$ cat src/rtl/matx_text_writer_if.sv
// Bundle for the matrix text writer: control, value stream in, RAM byte-write out.
interface matx_text_writer_if #(
   parameter int unsigned ADDR_W = 9,
   parameter int unsigned CNT_W  = 8
) ();
   logic              start;
   logic [CNT_W-1:0]  count;
   logic [7:0]        in_data;
   logic              in_valid;
   logic              in_ready;
   logic              ram_we;
   logic [ADDR_W-1:0] ram_addr;
   logic [7:0]        ram_wdata;
   logic              busy;
   logic              done;
   logic              error;
   logic [ADDR_W:0]   length;

   modport master (
      output start, count, in_data, in_valid,
      input  in_ready, ram_we, ram_addr, ram_wdata, busy, done, error, length
   );

   modport slave (
      input  start, count, in_data, in_valid,
      output in_ready, ram_we, ram_addr, ram_wdata, busy, done, error, length
   );
endinterface

$ cat src/rtl/matx_text_writer.sv
// Writes a "MATX_TAG" text image into a byte RAM: header, one hex line per value,
// and a terminating blank line.
module matx_text_writer #(
   parameter int unsigned ADDR_W = 9,
   parameter int unsigned CNT_W  = 8
) (
   input logic             clk,
   input logic             reset_n,
   matx_text_writer_if.slave wr_if
);

   localparam int unsigned MaxCount = ((1 << ADDR_W) - 12) / 4;
   localparam int unsigned LenW     = ADDR_W + 1;

   typedef enum logic [3:0] {
      StIdle, StTag, StWait, StHi, StLo, StCr, StLf, StEndCr, StEndLf, StFin
   } state_e;

   state_e            state_q, state_d;
   logic [3:0]        tag_idx_q, tag_idx_d;
   logic [CNT_W-1:0]  count_q, count_d;
   logic [CNT_W-1:0]  val_cnt_q, val_cnt_d;
   logic [7:0]        data_q, data_d;
   logic              ram_we_q, ram_we_d;
   logic [ADDR_W-1:0] ram_addr_q, ram_addr_d;
   logic [7:0]        ram_wdata_q, ram_wdata_d;
   logic              busy_q, busy_d;
   logic              done_q, done_d;
   logic              error_q, error_d;
   logic [LenW-1:0]   length_q, length_d;
   logic              in_ready;
   logic              addr_clr;

   function automatic logic [7:0] hex_char(input logic [3:0] n);
      return (n < 4'd10) ? (8'h30 + {4'h0, n}) : (8'h37 + {4'h0, n});
   endfunction

   function automatic logic [7:0] tag_byte(input logic [3:0] idx);
      case (idx)
         4'd0:    return 8'h4D; // M
         4'd1:    return 8'h41; // A
         4'd2:    return 8'h54; // T
         4'd3:    return 8'h58; // X
         4'd4:    return 8'h5F; // _
         4'd5:    return 8'h54; // T
         4'd6:    return 8'h41; // A
         4'd7:    return 8'h47; // G
         4'd8:    return 8'h0D;
         default: return 8'h0A;
      endcase
   endfunction

   always_comb begin
      state_d   = state_q;
      tag_idx_d = tag_idx_q;
      count_d   = count_q;
      val_cnt_d = val_cnt_q;
      data_d    = data_q;
      error_d   = 1'b0;
      in_ready  = 1'b0;
      addr_clr  = 1'b0;
      unique case (state_q)
         StIdle: begin
            if (wr_if.start) begin
               if (32'(wr_if.count) <= MaxCount) begin
                  count_d   = wr_if.count;
                  val_cnt_d = '0;
                  tag_idx_d = '0;
                  addr_clr  = 1'b1;
                  state_d   = StTag;
               end else begin
                  error_d = 1'b1;
               end
            end
         end
         StTag: begin
            tag_idx_d = tag_idx_q + 4'd1;
            if (tag_idx_q == 4'd9) state_d = StWait;
         end
         StWait: begin
            if (val_cnt_q == count_q) begin
               state_d = StEndCr;
            end else begin
               in_ready = 1'b1;
               if (wr_if.in_valid) begin
                  data_d  = wr_if.in_data;
                  state_d = StHi;
               end
            end
         end
         StHi:    state_d = StLo;
         StLo:    state_d = StCr;
         StCr:    state_d = StLf;
         StLf: begin
            val_cnt_d = val_cnt_q + 1'b1;
            state_d   = StWait;
         end
         StEndCr: state_d = StEndLf;
         StEndLf: state_d = StFin;
         StFin:   state_d = StIdle;
         default: state_d = StIdle;
      endcase
   end

   // Write outputs are decoded from the next state so they are registered yet
   // line up with the cycle in which that state is active.
   always_comb begin
      ram_we_d    = 1'b1;
      ram_wdata_d = ram_wdata_q;
      unique case (state_d)
         StTag:            ram_wdata_d = tag_byte(tag_idx_d);
         StHi:             ram_wdata_d = hex_char(data_d[7:4]);
         StLo:             ram_wdata_d = hex_char(data_d[3:0]);
         StCr, StEndCr:    ram_wdata_d = 8'h0D;
         StLf, StEndLf:    ram_wdata_d = 8'h0A;
         default:          ram_we_d    = 1'b0;
      endcase
      if (addr_clr)      ram_addr_d = '0;
      else if (ram_we_q) ram_addr_d = ram_addr_q + 1'b1;
      else               ram_addr_d = ram_addr_q;
      busy_d   = (state_d != StIdle) && (state_d != StFin);
      done_d   = (state_d == StFin);
      length_d = (state_d == StFin) ? (LenW'(12) + (LenW'(count_q) << 2)) : length_q;
   end

   always_ff @(posedge clk or negedge reset_n) begin
      if (!reset_n) begin
         state_q     <= StIdle;
         tag_idx_q   <= '0;
         count_q     <= '0;
         val_cnt_q   <= '0;
         data_q      <= '0;
         ram_we_q    <= 1'b0;
         ram_addr_q  <= '0;
         ram_wdata_q <= '0;
         busy_q      <= 1'b0;
         done_q      <= 1'b0;
         error_q     <= 1'b0;
         length_q    <= '0;
      end else begin
         state_q     <= state_d;
         tag_idx_q   <= tag_idx_d;
         count_q     <= count_d;
         val_cnt_q   <= val_cnt_d;
         data_q      <= data_d;
         ram_we_q    <= ram_we_d;
         ram_addr_q  <= ram_addr_d;
         ram_wdata_q <= ram_wdata_d;
         busy_q      <= busy_d;
         done_q      <= done_d;
         error_q     <= error_d;
         length_q    <= length_d;
      end
   end

   assign wr_if.in_ready  = in_ready;
   assign wr_if.ram_we    = ram_we_q;
   assign wr_if.ram_addr  = ram_addr_q;
   assign wr_if.ram_wdata = ram_wdata_q;
   assign wr_if.busy      = busy_q;
   assign wr_if.done      = done_q;
   assign wr_if.error     = error_q;
   assign wr_if.length    = length_q;

endmodule

$ cat src/flat_wrapper.sv
// flat-port wrapper written by rule: the top's interface ports become plain ports
module matx_text_writer_flat 
#(
   parameter int unsigned ADDR_W = 9,
   parameter int unsigned CNT_W  = 8
)
  (clk, reset_n, wr_if_start, wr_if_count, wr_if_in_data, wr_if_in_valid, wr_if_in_ready, wr_if_ram_we, wr_if_ram_addr, wr_if_ram_wdata, wr_if_busy, wr_if_done, wr_if_error, wr_if_length);
  matx_text_writer_if #(.ADDR_W(ADDR_W), .CNT_W(CNT_W)) wr_if_i ();
  input logic clk;
  input logic reset_n;
  input wire logic [$bits(wr_if_i.start)-1:0] wr_if_start;
  input wire logic [$bits(wr_if_i.count)-1:0] wr_if_count;
  input wire logic [$bits(wr_if_i.in_data)-1:0] wr_if_in_data;
  input wire logic [$bits(wr_if_i.in_valid)-1:0] wr_if_in_valid;
  output wire logic [$bits(wr_if_i.in_ready)-1:0] wr_if_in_ready;
  output wire logic [$bits(wr_if_i.ram_we)-1:0] wr_if_ram_we;
  output wire logic [$bits(wr_if_i.ram_addr)-1:0] wr_if_ram_addr;
  output wire logic [$bits(wr_if_i.ram_wdata)-1:0] wr_if_ram_wdata;
  output wire logic [$bits(wr_if_i.busy)-1:0] wr_if_busy;
  output wire logic [$bits(wr_if_i.done)-1:0] wr_if_done;
  output wire logic [$bits(wr_if_i.error)-1:0] wr_if_error;
  output wire logic [$bits(wr_if_i.length)-1:0] wr_if_length;
  assign wr_if_i.start = wr_if_start;
  assign wr_if_i.count = wr_if_count;
  assign wr_if_i.in_data = wr_if_in_data;
  assign wr_if_i.in_valid = wr_if_in_valid;
  assign wr_if_in_ready = wr_if_i.in_ready;
  assign wr_if_ram_we = wr_if_i.ram_we;
  assign wr_if_ram_addr = wr_if_i.ram_addr;
  assign wr_if_ram_wdata = wr_if_i.ram_wdata;
  assign wr_if_busy = wr_if_i.busy;
  assign wr_if_done = wr_if_i.done;
  assign wr_if_error = wr_if_i.error;
  assign wr_if_length = wr_if_i.length;
  matx_text_writer #(.ADDR_W(ADDR_W), .CNT_W(CNT_W)) u_core (.clk(clk), .reset_n(reset_n), .wr_if(wr_if_i));
endmodule
$ cat config.mk
export PLATFORM = sky130hd
export DESIGN_NAME = matx_text_writer_flat
export DESIGN_NICKNAME = d
export VERILOG_FILES = /design/src/rtl/matx_text_writer_if.sv /design/src/rtl/matx_text_writer.sv /design/src/flat_wrapper.sv
export SDC_FILE = /design/constraint.sdc
export NUM_CORES = 1
export LEC_CHECK = 0
export CAP_MARGIN = 20
export CORE_MARGIN = 2
export CORE_UTILIZATION = 55
export DETAILED_ROUTE_END_ITERATION = 8
export PLACE_DENSITY = 0.87
export SLEW_MARGIN = 20
export SYNTH_ARGS = -nofsm -noshare
export SYNTH_HDL_FRONTEND = slang
export SYNTH_SLANG_ARGS = --single-unit
$ cat constraint.sdc
create_clock -name clk -period 4.65 [get_ports clk]
set_clock_uncertainty 0.2 [all_clocks]
set_input_delay 0.465 -clock clk [delete_from_list [all_inputs] [get_ports clk]]
set_output_delay 0.465 -clock clk [all_outputs]
set_load 0.01 [all_outputs]
**Word level (Yosys, flattened, before mapping)**

Memories as Yosys holds them, arrays and structs flattened.
Index checks and enable logic that the tools add are counted.
Widths: inputs -> output; s select.

- $add $sub $neg: 8
- Multiply operators: 0
- Divide/modulo/power cells: 0
- $lt $le $gt $ge: 3
- Equality and inequality tests: 21
- Shifts and indexed selects: 0
- Multiplexer cells: 29
- Bitwise operators: 0
- Reduce and logical (&&, ||, !) cells: 11

Operators by type and width:

| kind | count |
|---|---|
| $mux 8 | 7 |
| $pmux 8 s5 | 1 |
| $pmux 4 s9 | 1 |
| $eq 4x3->1 const B | 8 |
| $add 6x4->7 const A | 4 |
| $mux 4 | 7 |
| $mux 9 | 2 |
| $eq 4x4->1 const B | 4 |
| $pmux 8 s2 | 1 |
| $eq 4x2->1 const B | 3 |
| $add 4x10->10 const A | 1 |
| $add 9x1->9 const B | 1 |
| $mux 1 | 9 |
| $add 8x1->8 const B | 1 |
| $eq 4x1->1 const B | 2 |
| $eq 8x8->1 | 1 |
| $le 8x7->1 const B | 1 |
| $lt 4x4->1 const B | 2 |
| $pmux 4 s2 | 1 |
| $reduce_or 7->1 | 1 |
| $reduce_and 3->1 | 2 |
| $reduce_bool 5->1 | 1 |
| $add 4x1->4 const B | 1 |
| $logic_not 4->1 | 1 |
| 7 further kinds | 9 |

- Bits in registers: 63
- Bits in latches: 0
- Memory bits (writable): 0
- ROM bits: 96
- Word-level logic and storage cells: 85
- Memories kept: 1

Memory list:

| name | words | width | rd ports | clocked after Yosys merged registers in | write ports | RTL line | text |
|---|---|---|---|---|---|---|---|
| (no name shown) | 16 | 6 | 1 | 0 | 0 | matx_text_writer.sv:39 | `case (idx)` |

**Logic depth before layout (Yosys ltp)**

- Word-level depth: 7
- Depth in mapped cells: 13
- Mapped depth without buffers: 11

**Least setup slack after synthesis**

Ideal clock, no wire load.

- Path kind: flip-flop to flip-flop
- From: reg u_core.state_q[3]
- To: reg u_core.ram_wdata_q[4], in the netlist u_core.wr_if.ram_wdata[4]
- Setup time: 0.147 ns
- Data arrival time: 2.389 ns
- Slack: 1.914 ns
- Stages on the path, launching flop included: 13
- Cell sequence: dfrtp_1 > nor4b_4 > nand2_1 > a21oi_2 > buf_2 > mux2i_1 > ha_1 > nor2b_1 > o21ai_0 > inv_1 > nand2_1 > a222oi_1 > o221ai_1

- Longest elaborated chain between the ends: 6
- Elaborated cells between the ends (all ways): 37
- Classes of those cells: add/sub (4); order compare (2); eq/ne (15); mux (11); reduce/logical (4); memory (1)

Ends and longest elaborated chain:

| element | RTL line | text |
|---|---|---|
| start: declaration | matx_text_writer.sv:19 | `state_e state_q, state_d;` |
| start signal: assignment | matx_text_writer.sv:128 | `state_q <= StIdle;` |
| start signal: assignment | matx_text_writer.sv:141 | `state_q <= state_d;` |
| parallel branches: the longest is 6 deep, another holds $add 6x4->7 | -- |  |
| end signal: assignment | matx_text_writer.sv:148 | `ram_wdata_q <= ram_wdata_d;` |
| end: declaration | matx_text_writer.sv:26 | `logic [7:0] ram_wdata_q, ram_wdata_d;` |

Parallel ways; which one is timed is not known.
A chain may end at the register's enable or synchronous reset.

**Final worst setup path**

- From: reg u_core.state_q[0]
- To: reg u_core.ram_wdata_q[4], in the netlist u_core.wr_if.ram_wdata[4]

The elaborated chain is that of the path after synthesis.

==> summary.txt <==
Outcome
  • Status: finished clean

Placement
  • Gpl congestion: 0.9225
  • Port Buf Inserts: 48
  • DP HPWL: 5.165 mm
  • Setup WS pre-CTS: 1.260 ns
  • Area post-placement: 3940 um2

GRT
  • Largest net degree at the start of global routing: 59
  • Global-route wire length before repair: 12.30 mm
  • Initial antenna violation count: 0
  • GRT Total Usage: 21.79%
  • Vias in the first global route: 2726
  • Total gr overflow: 0

Worst setup path
  • Critical Path Slowest Stage Cell: a21oi_2
  • Worst path cell trace: nor4b_4, nand2_1, a21oi_2, mux2i_1, ha_1, nor2b_1, o21ai_0, inv_1, nand2_1, a222oi_1, o221ai_1
  • CP startpoint kind: flip-flop
  • Critical path arrival: 3.43 ns
  • R2R Path End: u_core.wr_if.ram_wdata[4]
  • Worst R2R Start: u_core.state_q[0]
  • Slowest Stage Delay on Critical Path: 0.66 ns
  • Largest fanout on the critical path: 23
  • Reg2Reg Depth: 11
  • Crit. End Element: flip-flop
  • R2r setup slk: 1.21 ns
  • CP Class: flip-flop to flip-flop
  • Worst EP required: 4.64 ns
  • Cell mode on critical path: nand2_1

Pwr
  • PwrDens: 645.6 nW/um2
  • Switching Fraction: 40.81%
  • Gate power share: 48.1%
  • Peak VDD IR: 0.4176 mV
  • Clock power share: 16.8%
  • Internal power: 1.576 mW
  • Reg power frac: 35.1%
  • Overall power: 2.663 mW
  • Switching Power: 1.087 mW
  • Pleak: 1.819 nW

Layout
  • Proportion of layout cells with a drive suffix above 1: 9.559%
  • Design area: 4125 um2
  • Nets: 436
  • Fill cell count: 471
  • Most frequent cells in the layout: dfrtp_1, clkdlybuf4s50_1, nand2_1, nor2_1, o21ai_0
  • Most common cell after layout, fill and taps aside: dfrtp_1
  • Area delta synth->final: 20.46%
  • Multi-input gate area: 1837 um2
  • Register Area: 1451 um2
  • ANT cells: 0

Yosys
  • Syn. warnings: 0
  • Synth Area in Simple Gates: 20.20%
  • Post-synthesis compound-gate area fraction: 15.09%
  • Async SR Flop Fraction: 100.0%
  • Yosys top cell area share: 42.38%
  • Mapped Area: 3425 um2
  • Synthesis-stage register bit count: 58
  • Post-synth top area cell: dfrtp_1
  • Top cells by area, synth: dfrtp_1, xor2_1, ha_1
  • Avg Cell Area, Syn: 9.647 um2
  • Post-synthesis xor/xnor area fraction: 7.928%
  • Post-synthesis adder-cell area fraction: 4.384%
  • Multiplexer area fraction after synthesis: 5.700%
  • Largest family of logic cells by synthesized area: simple AND/OR/NAND/NOR gates
  • Top_reg_cell synth: dfrtp_1
  • EDFF count, synth: 0
  • Post-synthesis cell count: 355
  • Netlist cell types: 61
  • Register area share after synthesis: 42.38%

Clock tree
  • Number of CTS-inserted buffers: 9
  • CTS Buffer Depth: 2
  • Clk_lat worst skew: 0.33 ns
  • Post-CTS resize count: 0
  • Clk pin slew, worst setup/hold paths: 0.07 ns
  • Post-CTS setup buffer count: 0
  • CTS Sinks: 58
  • Clock tree from TritonCTS: yes
  • Hold Buf Count CTS: 0
  • Root Buffer: clkbuf_8
  • H-tree levels: 3

Floorplan
  • Die H: 82.91 um
  • Die area: 6873 um2
  • Ports: 52
  • Die W: 82.91 um
  • Core area: 5956 um2
  • Initial core utilization: 57.50%
  • Number of cell rows: 28

STA
  • Fmax: 290.6 MHz
  • Fin crit share: 73.99%
  • Final setup viols: 0
  • Rel. slew slack: 41.22%
  • Post-layout minimum cycle time: 3.441 ns
  • TNS Setup: 0 ns
  • Worst-Margin Slew: 0.8818 ns
  • Final slew viol count: 0
  • Final worst slack: 1.209 ns
  • Setup repair after global routing missed its margin: false
  • Hold Slack: 0.07422 ns
  • Final hold violation count: 0

Worst hold path
  • Worst hold path type: primary input to asynchronous set/reset pin

Route
  • Starting DRT DRC Count: 158
  • Vias/cell: 5.706
  • Final ANT Viol Nets: 0
  • Routed wire per std cell: 14.85 um
  • Residual DRC count: 0
  • Total Wirelength: 7.172 mm
  • Vias: 2756
  • Drt first pass iters: 4

Job
  • Max cap viols: 0
## cell usage after synthesis (6+ instances only)
cell type	count
mux2i_1	9
xnor2_1	9
nand4_1	9
inv_1	17
mux2_2	8
a21oi_1	17
nand3_1	10
ha_1	12
nor2_1	31
xor2_1	22
nor2b_1	8
clkbuf_1	6
o21ai_0	25
dfrtp_1	58
nand2_1	34
## sequential cells by signal (all words and copies together) (netlist names), 4 cells and up
name,count
u_core.wr_if.ram_wdata,7
u_core.wr_if.ram_addr,9
u_core.wr_if.length,8
u_core.state_q,4
u_core.count_q,8
u_core.data_q,6
u_core.tag_idx_q,4
u_core.val_cnt_q,8
## stage by stage
step | std cells | util [%]
finish | 483 | 69.26
global route | 483 | 69.26
CTS | 483 | 69.26
detailed placement | 468 | 66.16
global placement | 468 | 66.16
floorplan | 357 | -
## worst max path at each step
stage	to	startpoint	slack, ns
after floorplan	u_core.wr_if.ram_wdata[4]	u_core.state_q[3]	1.91
after global placement	u_core.wr_if.ram_wdata[4]	u_core.state_q[0]	1.40
after detailed placement	u_core.wr_if.ram_wdata[4]	u_core.state_q[0]	1.26
after CTS	u_core.wr_if.ram_wdata[4]	u_core.state_q[0]	1.24
after global routing	u_core.wr_if.ram_wdata[4]	u_core.state_q[0]	0.88
final	u_core.wr_if.ram_wdata[4]	u_core.state_q[0]	1.21
## power by group through the flow
| stage | logic [mW] | registers, mW | clock network (mW) |
|---|---|---|---|
| after global placement | 1.24 | 0.928 | 0 |
| after CTS | 1.29 | 0.933 | 0.456 |
| after floorplan | 0.908 | 0.889 | 0 |
| after detailed placement | 1.28 | 0.941 | 0 |
| final | 1.28 | 0.936 | 0.448 |
| after global routing | 1.42 | 0.970 | 0.481 |
## metal layers
layer | up-vias | share of wire [%] | global-route usage (%)
met4 | 0 | 2.5 | 10.28
li1 | 1341 | - | -
met2 | 76 | 48 | 35.19
met1 | 1322 | 45 | 27.40
met5 | - | 0 | 0
met3 | 17 | 4.9 | 5.567
## layout make-up
cell class              count  share of cell area [%]
clock inverters             3                  0.9706
flip-flops and latches     58                   35.18
well taps                  75                   2.275
clock buffers              12                   3.518
repair buffers             50                   11.89
multi-input cells         267                   44.53
inverters                  18                   1.638
## logic make-up after synthesis
logic type / count (synthesis)
AND/OR/NAND/NOR: 126
AO/OA/AOI/OAI: 77
flip-flops: 58
buffers and inverters: 32
XOR/XNOR: 31
multiplexers: 18
adder cells (fa/ha/maj): 12
other: 1
## worst max-delay path, delay by kind of cell, from the launching register on
family	cells	cell delay, ns
buf+inv	1	0.08
flops	1	0.61
compound gates	4	1.11
fa+ha+maj	1	0.28
mux	1	0.23
simple gates	4	0.78
Note: power is estimated with default switching activity, not from simulation.
